`config.mk`:
```
export PLATFORM = sky130hd
export DESIGN_NAME = beat_tone_gen
export DESIGN_NICKNAME = d
export VERILOG_FILES = /design/src/rtl/beat_tone_gen.sv
export SDC_FILE = /design/constraint.sdc
export NUM_CORES = 1
export LEC_CHECK = 0
export ABC_AREA = 1
export BUFFER_PORTS_ARGS = -buffer_cell sky130_fd_sc_hd__buf_2
export CAP_MARGIN = 20
export CORE_ASPECT_RATIO = 0.7
export CORE_UTILIZATION = 40
export CTS_CLUSTER_DIAMETER = 60
export DETAILED_ROUTE_END_ITERATION = 16
export GPL_TIMING_DRIVEN = 0
export PLACE_DENSITY = 0.67
export SYNTH_ARGS = -nofsm -noshare
export SYNTH_HDL_FRONTEND = slang
export SYNTH_SLANG_ARGS = --single-unit
```
`constraint.sdc`:
```
create_clock -name clk -period 5.6 [get_ports clk]
set_clock_uncertainty 0.2 [all_clocks]
set_input_delay 0.28 -clock clk [delete_from_list [all_inputs] [get_ports clk]]
set_output_delay 0.28 -clock clk [all_outputs]
set_load 0.01 [all_outputs]
```
`src/rtl/beat_tone_gen.sv`:
```
// Follows the player's beat index, fetches the score word for each new beat from a
// synchronous ROM and renders it as a square-wave 16-bit sample stream.
module beat_tone_gen #(
  parameter int BEAT_W     = 12,
  parameter int PERIOD_W   = 21,
  parameter int GAP_CYCLES = 500000
) (
  input  logic                clk,
  input  logic                rst_n,
  input  logic [BEAT_W-1:0]   ibeat,
  input  logic                play_pause,
  input  logic                mute,
  input  logic [2:0]          volume,
  output logic [BEAT_W-1:0]   rom_addr,
  input  logic [PERIOD_W:0]   rom_data,
  output logic [15:0]         audio,
  output logic                note_busy
);

  localparam int GAP_W = (GAP_CYCLES > 1) ? $clog2(GAP_CYCLES) : 1;

  typedef enum logic [2:0] {S_IDLE, S_FETCH, S_WAIT, S_LOAD, S_PLAY} state_e;

  state_e              state_q, state_d;
  logic [BEAT_W-1:0]   rom_addr_q, rom_addr_d;
  logic [BEAT_W-1:0]   ibeat_q, ibeat_d;
  logic                first_q, first_d;
  logic [PERIOD_W-1:0] period_q, period_d;
  logic [PERIOD_W-1:0] hcnt_q, hcnt_d;
  logic                phase_q, phase_d;
  logic                gap_q, gap_d;
  logic [GAP_W-1:0]    gap_cnt_q, gap_cnt_d;
  logic [15:0]         audio_q, audio_d;
  logic                note_busy_q, note_busy_d;

  logic                change;
  logic [PERIOD_W-1:0] period_next;
  logic                tie_next;
  logic [2:0]          vol_c;
  logic [15:0]         amp;

  assign change      = (ibeat != ibeat_q);
  assign period_next = rom_data[PERIOD_W-1:0];
  assign tie_next    = rom_data[PERIOD_W];

  always_comb begin
    vol_c = (volume > 3'd5) ? 3'd5 : volume;
    amp   = '0;
    if (vol_c != 3'd0) amp = 16'h0400 << (vol_c - 3'd1);
  end

  always_comb begin
    state_d     = state_q;
    rom_addr_d  = rom_addr_q;
    ibeat_d     = ibeat;
    first_d     = first_q;
    period_d    = period_q;
    hcnt_d      = hcnt_q;
    phase_d     = phase_q;
    gap_d       = gap_q;
    gap_cnt_d   = gap_cnt_q;

    // Tone and gap timers only advance while playing; pause freezes them.
    if (play_pause) begin
      if (gap_q) begin
        if (gap_cnt_q == GAP_W'(GAP_CYCLES - 1)) begin
          gap_d     = 1'b0;
          gap_cnt_d = '0;
          hcnt_d    = '0;
          phase_d   = 1'b1;
        end else begin
          gap_cnt_d = gap_cnt_q + GAP_W'(1);
        end
      end else if (period_q != '0) begin
        if (hcnt_q == period_q - PERIOD_W'(1)) begin
          hcnt_d  = '0;
          phase_d = ~phase_q;
        end else begin
          hcnt_d  = hcnt_q + PERIOD_W'(1);
        end
      end
    end

    // first_q can only be set in IDLE, so one restart test covers every state.
    if (change || first_q) begin
      state_d    = S_FETCH;
      rom_addr_d = ibeat;
      first_d    = 1'b0;
    end else begin
      case (state_q)
        S_FETCH: state_d = S_WAIT;
        S_WAIT:  state_d = S_LOAD;
        S_LOAD: begin
          state_d  = S_PLAY;
          period_d = period_next;
          if (period_next == period_q && period_q != '0 && tie_next) begin
            // tied repeat keeps running phase and counter
          end else begin
            hcnt_d    = '0;
            phase_d   = 1'b1;
            gap_d     = (period_next == period_q) && (period_q != '0);
            gap_cnt_d = '0;
          end
        end
        S_IDLE, S_PLAY: state_d = state_q;
        default: state_d = S_IDLE;
      endcase
    end

    note_busy_d = (state_d != S_PLAY);

    audio_d = '0;
    if (state_q == S_PLAY && play_pause && !mute && !gap_q && period_q != '0)
      audio_d = phase_q ? amp : (16'h0000 - amp);
  end

  always_ff @(posedge clk or negedge rst_n) begin
    if (!rst_n) begin
      state_q     <= S_IDLE;
      rom_addr_q  <= '0;
      ibeat_q     <= '0;
      first_q     <= 1'b1;
      period_q    <= '0;
      hcnt_q      <= '0;
      phase_q     <= 1'b0;
      gap_q       <= 1'b0;
      gap_cnt_q   <= '0;
      audio_q     <= '0;
      note_busy_q <= 1'b0;
    end else begin
      state_q     <= state_d;
      rom_addr_q  <= rom_addr_d;
      ibeat_q     <= ibeat_d;
      first_q     <= first_d;
      period_q    <= period_d;
      hcnt_q      <= hcnt_d;
      phase_q     <= phase_d;
      gap_q       <= gap_d;
      gap_cnt_q   <= gap_cnt_d;
      audio_q     <= audio_d;
      note_busy_q <= note_busy_d;
    end
  end

  assign rom_addr  = rom_addr_q;
  assign audio     = audio_q;
  assign note_busy = note_busy_q;

endmodule

```
==> results of run 1 <==
[final cells by class]
| cell class | count | share of cell area |
|---|---|---|
| plain buffers | 35 | 0.02766 |
| clock inverters | 7 | 0.01170 |
| clock buffers | 9 | 0.02845 |
| multi-input cells | 688 | 0.4602 |
| repair buffers | 86 | 0.07397 |
| well taps | 225 | 0.03556 |
| inverters | 110 | 0.05247 |
| flip-flops and latches | 98 | 0.3099 |
[worst paths after layout]
path	slack, ns	cells after the start	to	from
max	2.71	14	hcnt_q[12]	period_q[0]
min	0.009	3	period_q[12]	rom_data[12]
max reg2reg	2.71	14	hcnt_q[12]	period_q[0]
min reg2reg	0.27	2	rom_addr[7]	rom_addr[7]
max in group asynchronous	4.23	3	first_q	rst_n
min in group asynchronous	0.25	2	period_q[14]	rst_n
[per-stage QoR]
step | setup WS (ns) | area (sq um) | hold WS, ns | utilization | power (uW)
2_1_floorplan | 3.306 | 6731 | -0.2156 | - | 988.7
3_3_place_gp | 2.846 | 7308 | 0.2273 | 0.4471 | 1073
3_5_place_dp | 2.828 | 7338 | 0.1152 | 0.4489 | 1081
6_report | 2.707 | 7916 | 0.008738 | 0.4843 | 1754
4_1_cts | 2.812 | 7916 | 0.0006621 | 0.4843 | 1775
5_1_grt | 2.573 | 7916 | 0.02057 | 0.4843 | 1851
[layout by cell type, fill, tap and decap left out, types with 12 or more instances in the layout]
cell type	netlist	routed
sky130_fd_sc_hd__nand2_1	260	260
sky130_fd_sc_hd__inv_1	97	97
sky130_fd_sc_hd__dfrtp_1	97	97
sky130_fd_sc_hd__nor2_1	95	95
sky130_fd_sc_hd__buf_2	3	61
sky130_fd_sc_hd__nand3_1	49	49
sky130_fd_sc_hd__nand4_1	35	35
sky130_fd_sc_hd__xor2_1	33	33
sky130_fd_sc_hd__a21oi_1	33	33
sky130_fd_sc_hd__dlygate4sd3_1	0	26
sky130_fd_sc_hd__o21ai_0	24	24
sky130_fd_sc_hd__xnor2_1	21	21
sky130_fd_sc_hd__nor3_1	20	20
sky130_fd_sc_hd__clkbuf_1	15	15
sky130_fd_sc_hd__nand2_2	12	12
sky130_fd_sc_hd__nor2_4	12	12
[where the power goes]
group / switching (uW) / internal, uW / leakage, uW / total (uW)
clock: 311 / 360 / 0.000156 / 671
combinational: 167 / 120 / 0.00253 / 288
sequential: 44.5 / 751 / 0.00125 / 795
total: 522 / 1230 / 0.00394 / 1750
[worst max-delay path: cells and delay by family (launching register included)]
kind,cells,cell delay [ns]
adders and majority gates,1,0.33
AOI/OAI and AO/OA,1,0.07
and+or+nand+nor,10,1.47
buffers and inverters,2,0.28
DFF,1,0.41
[logic make-up after synthesis]
group / after synthesis
compound gates: 81
simple gates: 536
fa+ha+maj: 5
other cells: 1
xor+xnor: 55
flops: 98
buf+inv: 145
[per-layer routing]
metal,vias up,track usage
met1,2876,0.3142
met4,2,0.04902
met2,152,0.3195
met5,-,0
li1,3148,-
met3,12,0.04848
[sequential cells by signal (all words and copies together) (netlist names), 3 cells and up]
register / flops
ibeat_q: 12
gap_cnt_q: 19
rom_addr: 12
audio: 6
hcnt_q: 21
state_q: 3
period_q: 21
==> flow_summary.json, run 1 <==
{
  "hold_path_class": "in2reg",
  "nets": 1074,
  "main_combinational_cell_family_by_area_after_synthesis": "simple AND/OR/NAND/NOR gates",
  "gp_congestion": 0.8816,
  "std_cell_rows": 39,
  "final_layout_size_suffix_gt1_frac": 0.1646,
  "antenna_violating_nets_post_route": 0,
  "timing_worst_setup_path_type": "reg2reg",
  "yosys_warnings": 0,
  "top_signal_layer_used": "met5",
  "netlist_instances": 921,
  "max_clock_freq_mhz": 345.7,
  "synth-edff-count": 0,
  "crit_path_end_kind": "register",
  "worst_path_max_delay_cell": "sky130_fd_sc_hd__dfrtp_1",
  "run_status": "completed",
  "timing.slew.headroom": 0.4714,
  "cell_types_with_the_largest_area_share_after_synthesis": "sky130_fd_sc_hd__dfrtp_1 (36%), sky130_fd_sc_hd__nand2_1 (15%), sky130_fd_sc_hd__inv_1 (5.4%), sky130_fd_sc_hd__nor2_1 (5.3%), sky130_fd_sc_hd__xor2_1 (4.3%)",
  "cts.htree.levels": 3,
  "detailroute.via_count": 6190,
  "clk_latency_ns": 0.37,
  "synth-compound-area-share": 0.06935,
  "report.final.hold_viol_count": 0,
  "die_width_um": 156.6,
  "synthFlopType": "sky130_fd_sc_hd__dfrtp_1",
  "yosys_register_bits": 98,
  "grt.total_usage": 0.2144,
  "period_share": 0.5166,
  "grt_setup_unrepaired": "no",
  "synth_simple_gate_area_frac": 0.3864,
  "timing.critical_path.cells": "inv_2 -> ha_1 -> nand2_2 -> nor2_4 -> buf_6 -> nand3_1 -> nand2_1 -> nand2_1 -> nor3_1 -> nand3_1 -> nor2_1 -> nand3_1 -> nand3_1 -> a21oi_1",
  "remaining_drc_errors": 0,
  "stdcell_count": 1258,
  "dr_wl_met3_um": 1056,
  "grt_start_max_net_pins": 59,
  "grt-ovfl-total": 0,
  "finalWirelength_um": 16980,
  "cts_hold_repair.buffers": 26,
  "dp_hpwl_um": 13040,
  "post_synth_fa_ha_maj_area_fraction": 0.009346,
  "cp-start-kind": "register",
  "powerDensity_nw_per_um2": 221.6,
  "synthesis.area_sq_um": 6694,
  "leakage_uw": 0.003935,
  "detail_route.first_pass.iterations": 5,
  "multi_input_comb_area_sq_um": 3643,
  "setup_viol_count_final": 0,
  "final-seq-area_sq_um": 2454,
  "post-cts-setup-buffer-count": 0,
  "critical_path_arrival_ns": 2.94,
  "power.ir.vdd_worst_v": 0.0001614,
  "fillerInstances": 1631,
  "max_slew.worst_pin.slew_ns": 0.7900,
  "avgSynthCellArea_sq_um": 7.268,
  "post-place-cells": 1216,
  "ctsResizeCount": 0,
  "area_enclosed_by_the_die_boundary_sq_um": 17270,
  "synthToLayoutAreaGrowth_pct": 18.26,
  "final_max_slew_viol_count": 0,
  "post_synth_xor_area_fraction": 0.07308,
  "cts_inserted_buffers": 9,
  "worst_ep_required_time_ns": 5.65,
  "detail_route.wl_per_cell_um": 13.50,
  "timing.critical_path.mode_cell": "sky130_fd_sc_hd__nand3_1",
  "initial_antenna_violation_count": 1,
  "async_reset_ff_frac": 1.000,
  "ys_seq_area_frac": 0.3665,
  "yosys.area.top_type": "sky130_fd_sc_hd__dfrtp_1",
  "grt_first_pass_wirelength_um": 28500,
  "cpPeakStageDelay_ns": 0.41,
  "chipHeight_um": 110.2,
  "synth_top_area_share": 0.3626,
  "yosys.cell_count.top_type": "sky130_fd_sc_hd__nand2_1",
  "detailroute.wirelength.met2_um": 7051,
  "tns_ns": 0,
  "io_pins": 70,
  "longest_clk_path_bufs": 2,
  "initial_utilization": 0.4095,
  "placement.io_buffers": 59,
  "root_buffer_selected_by_cts": "sky130_fd_sc_hd__clkbuf_16",
  "design.core.area_sq_um": 16350,
  "clk_pin_slew_ns": 0.08,
  "route.detailed.vias_per_inst": 4.921,
  "final.min_clock_period_ns": 2.893,
  "cts_tree": "yes",
  "synth.distinct_cells": 52,
  "synth_commonest_cells": "sky130_fd_sc_hd__nand2_1 (260), sky130_fd_sc_hd__dfrtp_1 (97), sky130_fd_sc_hd__inv_1 (97)",
  "dr.first_iter.drc_count": 403,
  "share_of_cell_area_taken_by_muxes_after_synthesis": 0,
  "drt-met1-wl_um": 8722,
  "vias_in_the_first_global_route": 5727,
  "cts.sinks": 98,
  "critPathMaxFanout": 10,
  "cap_violations": 0,
  "n_antenna_cell": 0
}
Note: power is estimated with default switching activity, not from simulation.
==> inputs of run 2 (changes only) <==
==> constraint.sdc (replaced) <==
create_clock -name clk -period 2.7 [get_ports clk]
set_clock_uncertainty 0.2 [all_clocks]
set_input_delay 0.135 -clock clk [delete_from_list [all_inputs] [get_ports clk]]
set_output_delay 0.135 -clock clk [all_outputs]
set_load 0.01 [all_outputs]
==> run 2 against run 1 <==
Compared with the run above: critical path depth stayed put; core utilization is 0.96 points higher; clock power is 110% higher; largest cell class unchanged; worst hold slack better by 0.0074 ns; first-iteration DRC count is 4.5% higher; largest power group unchanged; highest routed layer unchanged; count of clock-buffer cells in the layout stayed put.
==> flow_summary.json, run 2 (synthesis results as in run 1) <==
{
  "route.detailed.vias_per_inst": 4.939,
  "worstSetupPathDepth": 14,
  "detail_route.wl_per_cell_um": 13.62,
  "worstRegToRegCells": 14,
  "std_cell_rows": 39,
  "timing.critical_path.mode_cell": "sky130_fd_sc_hd__nand3_1",
  "min_path_cells": 4,
  "report.final.hold_viol_count": 0,
  "antenna_violating_nets_post_route": 0,
  "period_share": 0.9622,
  "root_buffer_selected_by_cts": "sky130_fd_sc_hd__clkbuf_16",
  "io_pins": 70,
  "worst_ep_required_time_ns": 2.75,
  "tns_ns": 0,
  "hold_path_class": "in2reg",
  "finalWirelength_um": 17300,
  "critical_path.n_buffers_inverters": 2,
  "clk_pin_slew_ns": 0.08,
  "timing.slew.headroom": 0.4654,
  "cpPeakStageDelay_ns": 0.44,
  "worst_path_max_delay_cell": "sky130_fd_sc_hd__dfrtp_2",
  "final_layout_size_suffix_gt1_frac": 0.1722,
  "initial_utilization": 0.4095,
  "crit_path_end_kind": "register",
  "placed_cell_area_sq_um": 7338,
  "powerDensity_nw_per_um2": 453.3,
  "n_antenna_cell": 0,
  "die_width_um": 156.6,
  "timing_worst_setup_path_type": "reg2reg",
  "critPathMaxFanout": 10,
  "grt_first_pass_wirelength_um": 28830,
  "cap_violations": 0,
  "placement.io_buffers": 59,
  "longest_clk_path_bufs": 2,
  "final_max_slew_viol_count": 0,
  "stdcell_count": 1270,
  "power.ir.vdd_worst_v": 0.0003358,
  "layout.cells.most_common": "sky130_fd_sc_hd__nand2_1",
  "highest_count_cells_in_the_layout_ignoring_fill_and_taps": "sky130_fd_sc_hd__nand2_1 (260), sky130_fd_sc_hd__inv_1 (97), sky130_fd_sc_hd__dfrtp_1 (96)",
  "fin_area_sq_um": 8074,
  "post-place-cells": 1216,
  "detail_route.first_pass.iterations": 7,
  "cp-start-kind": "register",
  "gp_congestion": 0.8816,
  "setup_viol_count_final": 0,
  "leakage_uw": 0.003998,
  "vias_in_the_first_global_route": 5832,
  "max_clock_freq_mhz": 384.9,
  "nets": 1086,
  "timing.critical_path.cells": "inv_4 -> ha_4 -> nand2_2 -> nor2_4 -> buf_6 -> nand3_1 -> nand2_1 -> nand2_1 -> nor3_2 -> nand3_1 -> nor2_1 -> nand3_2 -> nand3_1 -> a21oi_1",
  "design.core.area_sq_um": 16350,
  "initial_antenna_violation_count": 1,
  "reg_top3": "hcnt_q (21), period_q (21), gap_cnt_q (19)",
  "dp_hpwl_um": 13040,
  "grt_start_max_net_pins": 59,
  "chipHeight_um": 110.2,
  "remaining_drc_errors": 0,
  "max_slew.worst_pin.slew_ns": 0.7989,
  "critical_path_arrival_ns": 2.64,
  "final.min_clock_period_ns": 2.598,
  "cts.htree.levels": 3,
  "clk_latency_ns": 0.36,
  "grt-ovfl-total": 0,
  "cts.sinks": 98,
  "largest_delay_contributor_family_on_the_critical_path": "simple AND/OR/NAND/NOR gates",
  "synthToLayoutAreaGrowth_pct": 20.62,
  "detailroute.via_count": 6273,
  "area_enclosed_by_the_die_boundary_sq_um": 17270,
  "cts_tree": "yes",
  "cts_inserted_buffers": 9,
  "dr.first_iter.drc_count": 421,
  "grt.total_usage": 0.2166,
  "run_status": "completed"
}
-- run 2: cell type report --
cell class                 instances  area (sq um)
fill                            1620          8273
clock inverter                     7         92.59
multi-input combinational        688          3679
inverter                         110         417.9
timing repair buffer              98         703.2
buffer                            35         220.2
tap                              225         281.5
clock buffer                       9         225.2
sequential                        98          2455
-- run 2: routing by layer --
| layer | share of wire | vias up | GRT usage | wire (um) |
|---|---|---|---|---|
| li1 | - | 3182 | - | - |
| met1 | 0.52 | 2945 | 0.3172 | 8932 |
| met2 | 0.42 | 131 | 0.3246 | 7247 |
| met3 | 0.056 | 13 | 0.04691 | 960 |
| met4 | 0.0081 | 2 | 0.04972 | 140 |
| met5 | 0.00075 | - | 0 | 13 |
-- run 2: worst paths after layout --
kind                                    from      endpoint  slack [ns]
worst max-delay path             period_q[0]    hcnt_q[12]        0.10
worst min-delay path            rom_data[21]       phase_q        0.02
worst max register to register   period_q[0]    hcnt_q[12]        0.10
worst min register to register   rom_addr[7]   rom_addr[7]        0.27
max in group asynchronous              rst_n       first_q        1.47
min in group asynchronous              rst_n  period_q[14]        0.11
-- run 2: worst reg2reg max path, stage by stage, from the launching register on --
cell and delay, ns:
sky130_fd_sc_hd__dfrtp_2 0.44, sky130_fd_sc_hd__inv_4 0.11, sky130_fd_sc_hd__ha_4 0.19, sky130_fd_sc_hd__nand2_2 0.11, sky130_fd_sc_hd__nor2_4 0.16, sky130_fd_sc_hd__buf_6 0.16
sky130_fd_sc_hd__nand3_1 0.07, sky130_fd_sc_hd__nand2_1 0.12, sky130_fd_sc_hd__nand2_1 0.08, sky130_fd_sc_hd__nor3_2 0.21, sky130_fd_sc_hd__nand3_1 0.11, sky130_fd_sc_hd__nor2_1 0.13
sky130_fd_sc_hd__nand3_2 0.18, sky130_fd_sc_hd__nand3_1 0.13, sky130_fd_sc_hd__a21oi_1 0.07
-- run 2: where the power goes --
group / switching [uW] / total [uW] / internal [uW]
clock: 646 / 1390 / 747
combinational: 356 / 617 / 261
sequential: 92.6 / 1650 / 1560
total: 1090 / 3660 / 2570
-- run 2: what timing repair did --
item / CTS / global route
setup buffers: 0 / 1
endpoints found under the hold margin: 89 / 0
gates cloned: 0 / 0
hold buffers: 37 / 0
setup endpoints to repair: 20 / 39
gates resized for setup: 2 / 10
-- run 2: metrics by stage --
stage                     power (uW)  hold WS (ns)  worst slack (ns)    util
after floorplan                 2051       -0.3606            0.4058       -
after global placement          2226       0.08232          -0.05414  0.4471
after detailed placement        2242      -0.02984          -0.07209  0.4489
after CTS                       3694     0.0007053           0.01408  0.4915
after global routing            3859       0.06408         -0.008130  0.4939
final                           3660       0.01609            0.1020  0.4939
==> inputs of run 3 (changes only) <==
--- a/config.mk
+++ b/config.mk
@@ -9,11 +9,12 @@
 export BUFFER_PORTS_ARGS = -buffer_cell sky130_fd_sc_hd__buf_2
 export CAP_MARGIN = 20
 export CORE_ASPECT_RATIO = 0.7
-export CORE_UTILIZATION = 40
+export CORE_UTILIZATION = 55
 export CTS_CLUSTER_DIAMETER = 60
+export CTS_CLUSTER_SIZE = 12
 export DETAILED_ROUTE_END_ITERATION = 16
 export GPL_TIMING_DRIVEN = 0
-export PLACE_DENSITY = 0.67
+export PLACE_DENSITY = 0.87
 export SYNTH_ARGS = -nofsm -noshare
 export SYNTH_HDL_FRONTEND = slang
 export SYNTH_SLANG_ARGS = --single-unit
==> run 3 against run 2 <==
Compared with the run above: via count rose by 5.5%; critical path depth did not move; first-iteration DRC count rose by 53%; register-to-register slack barely moved; combinational power rose by 2%; fmax rose by 0.17%; clock power barely moved; sequential power barely moved; sequential share of layout area rose by 0.17 points; largest power group unchanged; global-route usage rose by 8.2 points; total power rose by 0.59%; flip-flop and latch count did not move.
==> flow_summary.json, run 3 (synthesis results as in run 1) <==
{
  "clk_pin_slew_ns": 0.08,
  "max_slew.worst_pin.slew_ns": 0.7233,
  "power.ir.vdd_worst_v": 0.0004726,
  "initial_antenna_violation_count": 0,
  "grt_first_pass_wirelength_um": 29440,
  "net-switching-power_uw": 1096,
  "timing.critical_path.mode_cell": "sky130_fd_sc_hd__nand3_1",
  "hold_path_class": "in2reg",
  "worst_path_max_delay_cell": "sky130_fd_sc_hd__dfrtp_1",
  "vias_in_the_first_global_route": 6142,
  "remaining_drc_errors": 0,
  "holdPathEnd": "audio[11]",
  "finalWirelength_um": 17980,
  "timing.critical_path.cells": "inv_4 -> ha_4 -> nand2_2 -> nor2_4 -> buf_6 -> nand3_1 -> nand2_2 -> nand2_1 -> nor3_2 -> nand3_1 -> nor2_1 -> nand3_2 -> nand3_1 -> a21oi_1",
  "r2r_setup_slack_ns": 0.11,
  "longest_clk_path_bufs": 2,
  "place_worst_setup_slack_ns": -0.07754,
  "grt.total_usage": 0.2986,
  "design.core.area_sq_um": 11770,
  "leakage_uw": 0.004011,
  "detail_route.wl_per_cell_um": 14.94,
  "critical_path.reg2reg.startpoint": "period_q[0]",
  "worst_hold_startpoint": "volume[2]",
  "grt_start_max_net_pins": 56,
  "worst_ep_required_time_ns": 2.73,
  "antenna_violating_nets_post_route": 0,
  "highest_count_cells_in_the_layout_ignoring_fill_and_taps": "sky130_fd_sc_hd__nand2_1 (259), sky130_fd_sc_hd__inv_1 (96), sky130_fd_sc_hd__dfrtp_1 (96)",
  "placement.io_buffers": 59,
  "power.share.combinational": 0.171,
  "report.final.hold_viol_count": 0,
  "final.min_clock_period_ns": 2.594,
  "cpPeakStageDelay_ns": 0.42,
  "io_pins": 70,
  "grt-ovfl-total": 0,
  "post-route-worst-setup-slack_ns": 0.1064,
  "crit_path_end_kind": "register",
  "timing.slew.headroom": 0.5160,
  "final_layout_size_suffix_gt1_frac": 0.1767,
  "run_status": "completed",
  "route.detailed.vias_per_inst": 5.494,
  "cts.sinks": 98,
  "reg_top3": "hcnt_q (21), period_q (21), gap_cnt_q (19)",
  "synthToLayoutAreaGrowth_pct": 19.94,
  "dr.first_iter.drc_count": 646,
  "holdWs_ns": 0.01656,
  "detailroute.via_count": 6615,
  "cts_inserted_buffers": 9,
  "cp-start-kind": "register",
  "setup_viol_count_final": 0,
  "clkPwrFrac": 0.379,
  "n_antenna_cell": 0,
  "utilization": 0.6823,
  "critPathMaxFanout": 10,
  "regToRegEndpoint": "hcnt_q[10]",
  "clk_latency_ns": 0.35,
  "initial_utilization": 0.5688,
  "power.internal_uw": 2585,
  "root_buffer_selected_by_cts": "sky130_fd_sc_hd__clkbuf_16",
  "cts_tree": "yes",
  "period_share": 0.9606,
  "nets": 1088,
  "die_width_um": 133.9,
  "power_frac_seq": 0.450,
  "cts.htree.levels": 3,
  "layout.cells.most_common": "sky130_fd_sc_hd__nand2_1",
  "placed_cell_area_sq_um": 7253,
  "netSwitchingFraction": 0.2977,
  "fillerInstances": 915,
  "fin_area_sq_um": 8029,
  "detail_route.first_pass.iterations": 6,
  "dp_hpwl_um": 12720,
  "std_cell_rows": 33,
  "powerDensity_nw_per_um2": 458.5,
  "critical_path_arrival_ns": 2.62,
  "chipHeight_um": 94.30,
  "gp_congestion": 0.9451,
  "cap_violations": 0,
  "timing_worst_setup_path_type": "reg2reg",
  "min_path_cells": 6,
  "worstRegToRegCells": 14,
  "area_enclosed_by_the_die_boundary_sq_um": 12620,
  "final_max_slew_viol_count": 0,
  "max_clock_freq_mhz": 385.6
}
run 3: cell count changes in the layout (fill, tap and decap cells not counted), moves of 2 or more:
cell                       change
sky130_fd_sc_hd__buf_4         +3
sky130_fd_sc_hd__clkinv_4      +2
sky130_fd_sc_hd__inv_6         -3
sky130_fd_sc_hd__nor2_2        -2
run 3: metal layers:
metal,wire [um],track usage,part of all wire,up-vias
li1,-,-,-,3165
met1,8012,0.4118,0.45,3127
met2,8097,0.4771,0.45,298
met3,1653,0.07120,0.092,25
met4,218,0.06629,0.012,0
met5,0,0,0,-
run 3: repair_timing:
item | CTS | global route
pin swaps | 0 | 3
endpoints found under the hold margin | 91 | 0
hold buffers | 37 | 0
setup buffers | 0 | 3
setup endpoints to repair | 14 | 43
resized for setup | 3 | 16
run 3: cell type report:
| cell class | instances | area [sq um] | share of cell area |
|---|---|---|---|
| Multi-Input combinational cell | 688 | 3694 | 0.4600 |
| Sequential cell | 98 | 2455 | 0.3057 |
| Timing Repair Buffer | 100 | 718.2 | 0.08945 |
| Inverter | 110 | 420.4 | 0.05236 |
| Clock buffer | 10 | 239.0 | 0.02976 |
| Buffer | 35 | 222.7 | 0.02774 |
| Tap cell | 157 | 196.4 | 0.02447 |
| Clock inverter | 6 | 83.83 | 0.01044 |
run 3: per-stage QoR:
step | std cells | power (uW) | setup TNS [ns]
detailed placement | 1148 | 2244 | -0.6706
global placement | 1147 | 2216 | -0.01758
floorplan | 931 | 2051 | 0
global route | 1204 | 3845 | -0.01741
CTS | 1201 | 3672 | 0
finish | 1204 | 3681 | 0
run 3: worst max-delay path, delay by kind of cell, from the launching register on:
family / cells / cell delay, ns
AND/OR/NAND/NOR: 10 / 1.32
adder cells (fa/ha/maj): 1 / 0.18
AO/OA/AOI/OAI: 1 / 0.08
flip-flops: 1 / 0.42
buffers and inverters: 2 / 0.29
run 3: how the worst max path moves through the flow:
| stage | start | end | slack (ns) | cells after the start |
|---|---|---|---|---|
| floorplan | period_q[0] | hcnt_q[8] | 0.41 | 15 |
| global placement | period_q[0] | hcnt_q[0] | -0.01 | 14 |
| detailed placement | period_q[0] | hcnt_q[0] | -0.08 | 14 |
| CTS | period_q[1] | hcnt_q[14] | 0.02 | 14 |
| global route | period_q[8] | hcnt_q[14] | -0.009 | 13 |
| finish | period_q[0] | hcnt_q[10] | 0.11 | 14 |
run 3: power by group through the flow:
stage / clock, uW / sequential (uW) / combinational (uW)
after floorplan: 0 / 1660 / 388
after global placement: 0 / 1670 / 541
after detailed placement: 0 / 1680 / 563
after CTS: 1410 / 1650 / 613
after global routing: 1480 / 1670 / 702
final: 1400 / 1660 / 630
